**src/rtl/answer_arbiter_pkg.sv**
```systemverilog
// Shared encodings for the answering-machine arbiter: FSM states and the
// winner field.
package arbiter_pkg;
  localparam int WIN_W = 3;
  localparam logic [WIN_W-1:0] NO_WINNER = '0;

  typedef enum logic [1:0] {
    ST_IDLE    = 2'd0,
    ST_ARMED   = 2'd1,
    ST_ANSWER  = 2'd2,
    ST_TIMEOUT = 2'd3
  } arb_state_t;
endpackage

```
**src/rtl/answer_arbiter_if.sv**
```systemverilog
// Board-side bundle of the arbiter: raw buttons, countdown handshake and
// winner/foul status towards the LED/segment logic.
interface answer_arbiter_if #(parameter int N = 4);
  import arbiter_pkg::*;

  logic             host_start;
  logic             host_clear;
  logic [N-1:0]     btn;
  logic             time_up;
  logic             cd_run;
  logic             cd_clear;
  logic [WIN_W-1:0] winner;
  logic [N-1:0]     foul;
  logic [1:0]       state;

  modport master (
    output host_start, host_clear, btn, time_up,
    input  cd_run, cd_clear, winner, foul, state
  );

  modport slave (
    input  host_start, host_clear, btn, time_up,
    output cd_run, cd_clear, winner, foul, state
  );
endinterface

```
**src/rtl/answer_arbiter_debouncer.sv**
```systemverilog
// Level filter: the output follows the raw input only after DEB_CYCLES
// consecutive differing samples; rise pulses for one cycle on each 0->1 change.
module debouncer #(
  parameter int DEB_CYCLES = 20
) (
  input  logic clk,
  input  logic rst,
  input  logic raw,
  output logic level,
  output logic rise
);
  localparam int CNT_W = $clog2(DEB_CYCLES) + 1;
  localparam logic [CNT_W-1:0] CNT_LAST = CNT_W'(DEB_CYCLES - 1);

  logic [CNT_W-1:0] cnt;

  // Any sample equal to the current level restarts the stability window.
  always_ff @(posedge clk) begin
    if (rst) begin
      cnt   <= '0;
      level <= 1'b0;
      rise  <= 1'b0;
    end else begin
      rise <= 1'b0;
      if (raw == level) begin
        cnt <= '0;
      end else if (cnt >= CNT_LAST) begin
        level <= raw;
        rise  <= raw;
        cnt   <= '0;
      end else begin
        cnt <= cnt + CNT_W'(1);
      end
    end
  end
endmodule

```
**src/rtl/answer_arbiter.sv**
```systemverilog
// Answering-machine front end: debounces all buttons, locks in the first
// eligible contestant and sequences the countdown run/clear controls.
module answer_arbiter
  import arbiter_pkg::*;
#(
  parameter int N          = 4,
  parameter int DEB_CYCLES = 20
) (
  input  logic             clk,
  input  logic             rst,
  answer_arbiter_if.slave  bus
);
  logic [N-1:0]     btn_rise;
  logic             start_rise;
  logic             clear_rise;
  logic [N-1:0]     eligible;
  logic [WIN_W-1:0] grant;

  arb_state_t       state_q, state_d;
  logic [WIN_W-1:0] winner_q, winner_d;
  logic [N-1:0]     foul_q, foul_d;
  logic             clr_q, clr_d;
  logic             run_q;

  for (genvar i = 0; i < N; i++) begin : g_btn
    debouncer #(.DEB_CYCLES(DEB_CYCLES)) u_deb (
      .clk   (clk),
      .rst   (rst),
      .raw   (bus.btn[i]),
      .level (),
      .rise  (btn_rise[i])
    );
  end

  debouncer #(.DEB_CYCLES(DEB_CYCLES)) u_deb_start (
    .clk(clk), .rst(rst), .raw(bus.host_start), .level(), .rise(start_rise)
  );

  debouncer #(.DEB_CYCLES(DEB_CYCLES)) u_deb_clear (
    .clk(clk), .rst(rst), .raw(bus.host_clear), .level(), .rise(clear_rise)
  );

  // Fouled channels never compete; lowest index wins a same-cycle tie.
  assign eligible = btn_rise & ~foul_q;

  always_comb begin
    grant = NO_WINNER;
    for (int i = N - 1; i >= 0; i--) begin
      if (eligible[i]) grant = WIN_W'(i + 1);
    end
  end

  always_comb begin
    state_d  = state_q;
    winner_d = winner_q;
    foul_d   = foul_q;
    clr_d    = 1'b0;
    if (clear_rise) begin
      state_d  = ST_IDLE;
      winner_d = NO_WINNER;
      foul_d   = '0;
      clr_d    = 1'b1;
    end else begin
      unique case (state_q)
        ST_IDLE: begin
          foul_d = foul_q | btn_rise;
          if (start_rise) state_d = ST_ARMED;
        end
        ST_ARMED: begin
          if (|eligible) begin
            state_d  = ST_ANSWER;
            winner_d = grant;
            clr_d    = 1'b1;
          end
        end
        ST_ANSWER: begin
          if (bus.time_up) state_d = ST_TIMEOUT;
        end
        ST_TIMEOUT: ;
        default: state_d = ST_IDLE;
      endcase
    end
  end

  always_ff @(posedge clk) begin
    if (rst) begin
      state_q  <= ST_IDLE;
      winner_q <= NO_WINNER;
      foul_q   <= '0;
      clr_q    <= 1'b0;
      run_q    <= 1'b0;
    end else begin
      state_q  <= state_d;
      winner_q <= winner_d;
      foul_q   <= foul_d;
      clr_q    <= clr_d;
      run_q    <= (state_d == ST_ANSWER);
    end
  end

  assign bus.state    = state_q;
  assign bus.winner   = winner_q;
  assign bus.foul     = foul_q;
  assign bus.cd_clear = clr_q;
  assign bus.cd_run   = run_q;
endmodule

```
**src/flat_wrapper.sv**
```systemverilog
// flat-port wrapper written by rule: the top's interface ports become plain ports
module answer_arbiter_flat import arbiter_pkg::*;
#(
  parameter int N          = 4,
  parameter int DEB_CYCLES = 20
)
  (clk, rst, bus_host_start, bus_host_clear, bus_btn, bus_time_up, bus_cd_run, bus_cd_clear, bus_winner, bus_foul, bus_state);
  answer_arbiter_if #(.N(N)) bus_i ();
  input  logic clk;
  input  logic rst;
  input wire logic [$bits(bus_i.host_start)-1:0] bus_host_start;
  input wire logic [$bits(bus_i.host_clear)-1:0] bus_host_clear;
  input wire logic [$bits(bus_i.btn)-1:0] bus_btn;
  input wire logic [$bits(bus_i.time_up)-1:0] bus_time_up;
  output wire logic [$bits(bus_i.cd_run)-1:0] bus_cd_run;
  output wire logic [$bits(bus_i.cd_clear)-1:0] bus_cd_clear;
  output wire logic [$bits(bus_i.winner)-1:0] bus_winner;
  output wire logic [$bits(bus_i.foul)-1:0] bus_foul;
  output wire logic [$bits(bus_i.state)-1:0] bus_state;
  assign bus_i.host_start = bus_host_start;
  assign bus_i.host_clear = bus_host_clear;
  assign bus_i.btn = bus_btn;
  assign bus_i.time_up = bus_time_up;
  assign bus_cd_run = bus_i.cd_run;
  assign bus_cd_clear = bus_i.cd_clear;
  assign bus_winner = bus_i.winner;
  assign bus_foul = bus_i.foul;
  assign bus_state = bus_i.state;
  answer_arbiter #(.N(N), .DEB_CYCLES(DEB_CYCLES)) u_core (.clk(clk), .rst(rst), .bus(bus_i));
endmodule
```
**config.mk**
```make
export PLATFORM = sky130hd
export DESIGN_NAME = answer_arbiter_flat
export DESIGN_NICKNAME = d
export VERILOG_FILES = /design/src/rtl/answer_arbiter_pkg.sv /design/src/rtl/answer_arbiter_if.sv /design/src/rtl/answer_arbiter_debouncer.sv /design/src/rtl/answer_arbiter.sv /design/src/flat_wrapper.sv
export SDC_FILE = /design/constraint.sdc
export NUM_CORES = 1
export LEC_CHECK = 0
export ABC_AREA = 1
export BUFFER_PORTS_ARGS = -buffer_cell sky130_fd_sc_hd__buf_2
export CORE_ASPECT_RATIO = 2
export CORE_UTILIZATION = 55
export CTS_BUF_LIST = sky130_fd_sc_hd__clkbuf_8 sky130_fd_sc_hd__clkbuf_16
export DETAILED_ROUTE_END_ITERATION = 16
export GPL_TIMING_DRIVEN = 0
export PLACE_DENSITY = 0.74
export SLEW_MARGIN = 10
export SYNTH_ARGS = -nofsm -noshare
export SYNTH_HDL_FRONTEND = slang
export SYNTH_HIERARCHICAL = 1
export SYNTH_SLANG_ARGS = --single-unit
export TNS_END_PERCENT = 1
```
**constraint.sdc**
```tcl
create_clock -name clk -period 1.34 [get_ports clk]
set_clock_uncertainty 0.05 [all_clocks]
set_input_delay 0.134 -clock clk [delete_from_list [all_inputs] [get_ports clk]]
set_output_delay 0.134 -clock clk [all_outputs]
set_load 0.1 [all_outputs]
```
==> results.md <==
- Crit path buffers/inverters: 1
- Die area: between 4000 and 5000 um2
- PwrDens: around 1300 nW/um2
- Hold-fix buffers, CTS: 0
- H-tree depth: 3
- All-Layer GR Usage: 18.3%
- PortBufs: 19
- Post-synth top area cell: dfxtp_1
- Fin nets: 350
- Routed WL per cell: 9.56 um
- Share of cells above drive strength 1: 23.7%
- DIE WIDTH: 49.1 um
- Final setup fails: 0
- GP Congestion: 0.777
- Hold Crit Class: in2reg
- Layout Cells excl Fill: around 390
- Slew Limit Fails: 0
- Syn nets: 319
- Share of power burned in registers: 50.2%
- Worst-path clk slew: 0.07 ns
- Post-Syn Area: 2440 um2
- #FFs+latches synth: 59
- Most area-consuming cells after synthesis: dfxtp_1, nor2_1, nand2_1
- Detailed Route WL: 3.71 mm
- Filler Cell Count: 383
- Pre-CTS WS: between 0.1 and 0.15 ns
- Max Cap Violations: 0
- Fin. Hold Viols: 0
- Final Cell Area: roughly 2800 um2
- Comb power frac: under 10%
- Row Count: 34
- Antenna cells: 0
- Post-Syn Instances: 298
- Max stage delay on crit path: 0.42 ns
- Vias in the first global route: ~1700
- Total CTS buffers: 9
- Sequential share of the synthesized area: 48.3%
- Initial antenna violation count: 0
- Worst skew pair latency: 0.32 ns
- Area grow syn2layout: 16.1%
- Post-synthesis cell type count: 21
- Grt total ovfl: 0
- Final ANT Viol Nets: 0
- Sw frac: 24.2%
- Area of the core: 4300 um2
- DR vias: 1846
- Cells after DPL: 371
- RSZ-0062 raised after global routing: false
- Chip height: 96.3 um
- Leak: 1.36 nW
- Setup CP Type: reg2out
- Number of DRC markers in iteration 0: 14
- CP Data Arrival Time: 1.09 ns
- IO Count: 20
- Worst-path cell chain: buf_2
- CTS tree: yes
- Crit-path slowest cell: buf_2
- Top-area cell type share of the netlist area: 48.3%
- First-pass GRT wire length: 6.62 mm
- Syn Area/Cell: approximately 8 um2
- DP Wirelength: 2.83 mm
- Worst Path Max Fanout: 3
- Maximum buffer depth of the clock tree: 2
- Ys Warns: 6
- Cell Int Power: ~0.0028 W
- Starting Density: between 50% and 60%
- Final setup margin: 0.0670 ns
- Peak VDD IR: 1.41 mV
- Tmin final: 1.27 ns
- Outcome: finished clean
- CP endpoint kind: output pin
- Max frequency: 786 MHz
- Largest delay share family, worst path: buffers and inverters
- Largest net degree at the start of global routing: 15
- CTS Sinks: between 50 and 60
- Clock root buffer: clkbuf_8
- Critical path data required time: roughly 1.2 ns
- P_sw: 0.000886 W
- Routed vias/inst: between 4 and 5
- CP Launch Type: register
- # DRC: 0
- Setup TNS: 0 ns
- Final period utilization: 95.0%
- Total placed instance area: 2630 um2
- Clk pwr share: 41.9%
- Drt first pass iters: 4
==> worst min-delay path, delay by kind of cell <==
kind	cells	cell delay (ns)
and+or+nand+nor	2	0.12
buffers and inverters	1	0.11
==> metrics by stage <==
step	hold WS, ns	total power [W]	utilization (%)
global route	0.0312	0.00382	66.1
detailed placement	0.368	0.00216	61.2
CTS	0.0202	0.00370	65.7
floorplan	0.153	0.00210	-
finish	0.0353	0.00366	66.1
global placement	0.360	0.00216	61.2
==> sequential cells by signal (all words and copies together) (netlist names) <==
name                      flops
u_core/u_deb_start/rise       1
u_core/bus.cd_run             1
u_core/g_btn.u_deb/rise       4
u_core/g_btn.u_deb/cnt       24
u_core/u_deb_start/level      1
u_core/bus.winner             3
u_core/bus.state              2
u_core/u_deb_clear/rise       1
u_core/u_deb_clear/level      1
u_core/bus.foul               4
u_core/u_deb_start/cnt        6
u_core/g_btn.u_deb/level      4
u_core/u_deb_clear/cnt        6
u_core/bus.cd_clear           1
==> power by group through the flow <==
stage	sequential, W	clock [W]	combinational [W]
after CTS	0.00183	0.00158	0.000291
after global placement	0.00187	0	0.000284
after global routing	0.00184	0.00165	0.000327
after detailed placement	0.00187	0	0.000291
final	0.00183	0.00153	0.000292
after floorplan	0.00196	0	0.000142
==> cells in the mapped netlist <==
cell type and count:
nor2_4 1, a21oi_4 1, and2_4 1, nand3_1 19, dfxtp_1 59, nand2_4 1
conb_1 6, xor2_1 12, o21ai_2 1, nand2_1 53, a21oi_1 13, inv_1 31
inv_2 4, nor2_2 7, ha_1 12, a21oi_2 2, nor3_2 6, nand3_2 6
o21ai_1 1, nand2_2 8, nor2_1 54
==> cell type report <==
class                   count  area (um2)  share of cell area [%]
clock buffers              10         138                    4.85
clock inverters             6        56.3                    1.98
flip-flops and latches     59        1200                    42.3
repair buffers             20         105                    3.70
well taps                  54        67.6                    2.38
inverters                  35         131                    4.63
multi-input cells         204        1140                    40.1
==> per-layer routing <==
layer / GRT usage (%) / vias to the layer above / routed length, um
met5: 0 / - / 0
met4: 10.3 / 0 / 61
met3: 4.58 / 7 / 128
met2: 36.0 / 26 / 2080
met1: 16.4 / 838 / 1440
li1: - / 975 / -
==> path summary, 6_finish.rpt <==
kind	start	end	slack (ns)	depth (start not counted)
max	u_core/bus.state[0]	bus_state[0]	0.07	1
min	bus_host_start	u_core/u_deb_start/rise	0.04	3
max reg2reg	u_core/u_deb_clear/cnt[0]	u_core/u_deb_clear/level	0.10	7
min reg2reg	u_core/g_btn[0].u_deb/rise	u_core/bus.foul[0]	0.41	2
==> placed cells by master, fill, tap and decap left out <==
cell	instances
buf_2	18
ha_1	12
dfxtp_4	5
and2_4	1
nand2_2	8
a21oi_4	1
a21oi_2	2
clkinvlp_4	1
nor2_2	7
dfxtp_2	1
clkbuf_4	1
inv_2	4
nor2_1	54
nand2_4	1
bufinv_16	1
nor2_4	1
nand3_1	19
conb_1	6
clkinv_2	3
inv_1	32
nor3_2	6
o21ai_2	1
buf_4	1
clkbuf_8	10
nand3_4	1
xor2_1	12
o21ai_1	1
nand3_2	5
nand2_1	53
a21oi_1	13
dfxtp_1	53
==> what timing repair did <==
item | CTS | global route
setup endpoints to repair | 0 | 4
buffers inserted | 0 | 1
resized for setup | 0 | 2
==> cell families after synthesis <==
group	synth area share, %
buffers and inverters	5.37
flip-flops	48.3
XOR/XNOR	4.30
adder cells (fa/ha/maj)	6.14
other	0.921
AND/OR/NAND/NOR	30.3
AO/OA/AOI/OAI	4.61
(Power assumes the default switching activity.)
